==> src/rtl/encoder_pkg.sv <==
// Shared types and sizing helpers for the event encoder and its selector.
package encoder_pkg;

  localparam int ENC_DEFAULT_N = 8;

  typedef enum logic {
    ENC_EMPTY = 1'b0,
    ENC_HOLD  = 1'b1
  } enc_state_t;

  function automatic int clog2(input int value);
    int r;
    r = 0;
    while ((1 << r) < value) r++;
    return r;
  endfunction

  // A single request line still needs a one-bit index port.
  function automatic int idx_width(input int n);
    return (clog2(n) < 1) ? 1 : clog2(n);
  endfunction

endpackage

==> src/rtl/rr_select.sv <==
// Combinational selector: highest-index priority or round-robin search
// starting just above the last granted index.
module rr_select
  import encoder_pkg::*;
#(
  parameter int N = ENC_DEFAULT_N,
  localparam int W = idx_width(N)
) (
  input  logic [N-1:0] pending,
  input  logic [W-1:0] last_grant,
  input  logic         rr_mode,
  output logic [W-1:0] sel,
  output logic         sel_valid
);

  int w_best;
  int w_dist;

  // Round-robin ranks each set bit by its upward distance from last_grant+1.
  always_comb begin
    sel       = '0;
    sel_valid = |pending;
    w_best    = N;
    w_dist    = 0;
    for (int k = 0; k < N; k++) begin
      if (pending[k]) begin
        if (!rr_mode) begin
          sel = W'(k);
        end else begin
          w_dist = k - int'(last_grant) - 1;
          if (w_dist < 0) w_dist = w_dist + N;
          if (w_dist < w_best) begin
            w_best = w_dist;
            sel    = W'(k);
          end
        end
      end
    end
  end

endmodule

==> src/rtl/event_encoder.sv <==
// Registered event encoder: sticky pending capture of request pulses,
// drained one binary index per cycle over a valid/ready output stage.
module event_encoder
  import encoder_pkg::*;
#(
  parameter int N = ENC_DEFAULT_N,
  localparam int W = idx_width(N)
) (
  input  logic         clk,
  input  logic         rst,
  input  logic [N-1:0] req_in,
  input  logic         rr_mode,
  output logic         out_valid,
  input  logic         out_ready,
  output logic [W-1:0] out_idx,
  output logic [N-1:0] pending,
  output logic         any_pending,
  output logic         overflow
);

  enc_state_t   r_state;
  logic [W-1:0] r_out_idx;
  logic [N-1:0] r_pending;
  logic [W-1:0] r_last_grant;
  logic         r_overflow;

  logic [W-1:0] w_sel;
  logic         w_sel_valid;
  logic         w_load;
  logic [N-1:0] w_load_mask;

  rr_select #(.N(N)) u_sel (
    .pending    (r_pending),
    .last_grant (r_last_grant),
    .rr_mode    (rr_mode),
    .sel        (w_sel),
    .sel_valid  (w_sel_valid)
  );

  // out_ready only matters while an index is being held.
  assign w_load = w_sel_valid && ((r_state == ENC_EMPTY) || out_ready);

  for (genvar gi = 0; gi < N; gi++) begin : g_mask
    assign w_load_mask[gi] = w_load && (w_sel == W'(gi));
  end

  always_ff @(posedge clk or posedge rst) begin
    if (rst) begin
      r_state      <= ENC_EMPTY;
      r_out_idx    <= '0;
      r_pending    <= '0;
      r_last_grant <= W'(N - 1);
      r_overflow   <= 1'b0;
    end else begin
      // A fresh request on the bit being loaded re-pends it instead of being lost.
      r_pending  <= (r_pending & ~w_load_mask) | req_in;
      r_overflow <= |(req_in & r_pending & ~w_load_mask);
      if (w_load) begin
        r_state      <= ENC_HOLD;
        r_out_idx    <= w_sel;
        r_last_grant <= w_sel;
      end else if ((r_state == ENC_HOLD) && out_ready) begin
        r_state <= ENC_EMPTY;
      end
    end
  end

  assign out_valid   = (r_state == ENC_HOLD);
  assign out_idx     = r_out_idx;
  assign pending     = r_pending;
  assign any_pending = |r_pending;
  assign overflow    = r_overflow;

endmodule

==> config.mk <==
export PLATFORM = sky130hd
export DESIGN_NAME = event_encoder
export DESIGN_NICKNAME = d
export VERILOG_FILES = /design/src/rtl/encoder_pkg.sv /design/src/rtl/rr_select.sv /design/src/rtl/event_encoder.sv
export SDC_FILE = /design/constraint.sdc
export NUM_CORES = 1
export LEC_CHECK = 0
export CAP_MARGIN = 25
export CELL_PAD_IN_SITES_DETAIL_PLACEMENT = 1
export CELL_PAD_IN_SITES_GLOBAL_PLACEMENT = 2
export CORE_MARGIN = 10
export CORE_UTILIZATION = 42
export CTS_BUF_LIST = sky130_fd_sc_hd__clkbuf_8
export DETAILED_ROUTE_END_ITERATION = 10
export GPL_ROUTABILITY_DRIVEN = 0
export GPL_TIMING_DRIVEN = 0
export HOLD_SLACK_MARGIN = 0.1
export PLACE_DENSITY = 0.95
export SYNTH_ARGS = -nofsm -noshare
export SYNTH_HDL_FRONTEND = slang
export SYNTH_SLANG_ARGS = --single-unit
==> constraint.sdc <==
create_clock -name clk -period 35.7 [get_ports clk]
set_clock_uncertainty 0.05 [all_clocks]
set_input_delay 7.14 -clock clk [delete_from_list [all_inputs] [get_ports clk]]
set_output_delay 7.14 -clock clk [all_outputs]
set_load 0.05 [all_outputs]
==> reports/metrics.cfg <==
[setup_path]
cp-end-kind=register
r2r.worst_path.cells=112
required_ps=35760
cp_top_family=simple AND/OR/NAND/NOR gates
start_kind=primary input
critPathMostFrequentCell=clkbuf_1
crit_slowest_cell=o21ai_0
r2r_slack_ps=3870
cp.arrival_ps=34150
worstSetupPathType=in2reg
slowest_delay_ps=600
path_buf_inv=20
cp_num_cells=96
cp_max_fo=10

[hold_path]
whs_path_depth=2
min_path_type=reg2reg

[final_layout]
n_antenna_cell=0
area_delta_synth_final_pct=6.854
layout-drive-gt1-share_pct=5.573
final_nets=1973

[logic_synthesis]
synth.avg_cell_area_um2=7.302
yosysTopAreaCell=ha_1
synth-xor-area-share_pct=1.949
synth_simple_gate_area_share_pct=23.37
synth_compound_area_share_pct=25.58
async_flop_share_pct=100.0
synth_edf_count=0
synth_area_mm2=0.01168
ys_seq_area_share_pct=3.459
yosysWarnings=0
synth_top_cells_by_area=ha_1 35%, a21oi_1 5.2%, a21o_1 5.1%, nand2_1 4.7%, o21ai_0 4.2%
syn-num-nets=1939
ys_ff_latch=16
synth_ff_type=dfrtp_1
ys_types=88
netlist.area_leader.share_pct=34.70
synth_top_family_by_area=adder cells
synth_fa_ha_area_share_pct=35.21
syn-instance-count=1600
muxShareOfSynthArea_pct=3.888

[route]
drc=0
num_vias=12020
ant_nets=0
viasPerCell=5.997
dr.first_iter.drc_count=678
routed_wl_mm=40.87
wl_per_cell_um=20.38
drt-pass1-iter-count=5

[clock_network]
post_cts_buffers=0
ctsHoldBuffers=0
tritoncts=done
root_buffer=clkbuf_8
clkSinkCount=16
clk_latency_ps=250
cts_resized=0
clkTransAtPathRegs_ps=60
clock_path_buffers=2
cts_max_level=1
numCtsBuffers=3

[timing]
timing.fmax_ghz=0.02933
worstMarginPinSlew_ps=1151
period_needed_ps=34090
rsz0062_at_grt=no
hold_viol=0
finalSetupViolations=0
finalCritPeriodShare_pct=95.50
relSlewSlack_pct=22.54
slew_violations=0
final.setup.tns_ps=0

[global_routing]
grt_pass1_vias=12320
grt_max_degree=19
grt_use_total_pct=22.58
grt_pass1_wl_mm=66.18
grt_overflow=0
antenna_found_initial=0

[floorplanning]
die_h_um=186.8
die-area_mm2=0.03489
initial_utilization_pct=42.99
core_mm2=0.02718
row_count=60
dieWidth_um=186.8
io_pins=26

[placement]
numPortBuffers=25
dp_hpwl_mm=35.61

[run_status]
status=completed

[run]
max_cap_violations=0

-- path summary, 6_finish.rpt --
path                                          end                   startpoint
max                            overflow$_DFF_PP0_                      rr_mode
min                        out_idx[2]$_DFFE_PP0P_       out_idx[2]$_DFFE_PP0P_
max reg2reg                    overflow$_DFF_PP0_  r_last_grant[0]$_DFFE_PP1P_
min reg2reg                out_idx[2]$_DFFE_PP0P_       out_idx[2]$_DFFE_PP0P_
max in group asynchronous      overflow$_DFF_PP0_                          rst
min in group asynchronous    pending[3]$_DFF_PP0_                          rst
-- placed cells by master (no fill, tap or decap), drive strengths merged, types with 5 or more instances in the layout --
master	count
or2	20
inv	118
and3	9
buf	16
o21a	27
nand3	52
a21oi	121
o21ai	107
a31oi	40
nor2	102
nand2b	17
nor3	32
clkbuf	67
nand2	147
or3	17
ha	324
and2	22
nand4	51
a22oi	16
o211ai	7
mux2	24
xor2	10
a211oi	11
nor3b	5
clkdlybuf4s50	25
dfrtp	13
a21o	80
a221oi	5
mux2i	18
nor2b	28
xnor2	16
nor4	10
-- stage by stage --
stage	utilization, %	setup slack, ps	instance area (um2)	hold WS (ps)	cells
2_1_floorplan	-	9058	11680	505.7	1600
3_3_place_gp	45.62	1149	12400	432.2	1997
3_5_place_dp	45.68	1718	12410	448.5	1999
4_1_cts	45.88	1896	12470	463.6	2003
5_1_grt	45.93	65.70	12480	480.4	2005
6_report	45.93	1606	12480	453.5	2005
-- registers in the layout, summed over array words and instances, names as in the netlist --
| register | cells |
|---|---|
| overflow | 1 |
| pending | 8 |
| out_valid | 1 |
| r_last_grant | 3 |
| out_idx | 3 |
-- worst reg2reg max path: cells and delay by family, from the launching register on --
family / cells / cell delay, ps
buffers and inverters: 20 / 6200
AO/OA/AOI/OAI: 31 / 7580
adder cells (fa/ha/maj): 11 / 3520
flip-flops: 1 / 550
AND/OR/NAND/NOR: 50 / 13790
-- per-layer routing --
layer,track usage (%),vias to the layer above,wire length [um]
met5,0,-,0
met2,40.34,210,19740
met1,29.03,5853,18940
met3,1.210,45,1225
li1,-,5915,-
met4,5.149,0,962
-- logic make-up (layout without fill, tap and decap cells) --
| family | count (synthesis) | after routing |
|---|---|---|
| simple gates | 533 | 533 |
| compound gates | 461 | 461 |
| xor+xnor | 26 | 26 |
| flops | 16 | 16 |
| mux | 42 | 42 |
| buf+inv | 195 | 228 |
| fa+ha+maj | 327 | 327 |
-- cell type report --
type | instances | area (um2)
plain buffers | 76 | 317.8
clock buffers | 4 | 55.05
fillers | 3510 | 14690
inverters | 119 | 446.7
multi-input cells | 1389 | 10510
flip-flops and latches | 16 | 404.1
well taps | 372 | 465.4
repair buffers | 29 | 280.3
-- cells in the mapped netlist, drive strengths merged, types with 4 or more instances --
library cell,number
nor2b,28
ha,324
nand4,51
or4,4
o21a,27
inv,118
nor3b,5
buf,14
dfrtp,13
xnor2,16
a31oi,40
nand3b,4
a221oi,5
a21oi,121
a41oi,4
and2,22
clkbuf,62
and3,9
nor2,102
nand2b,17
nor4,10
o211ai,7
mux2i,18
mux2,24
o22ai,4
nor3,32
xor2,10
nand3,52
a211oi,11
a22oi,16
a21o,80
nand2,147
o21ai,107
or2,20
or3,17
Power is left out: the tool's default activity adds up to more than one toggle a clock period on the data nets, which glitch-free logic cannot reach.
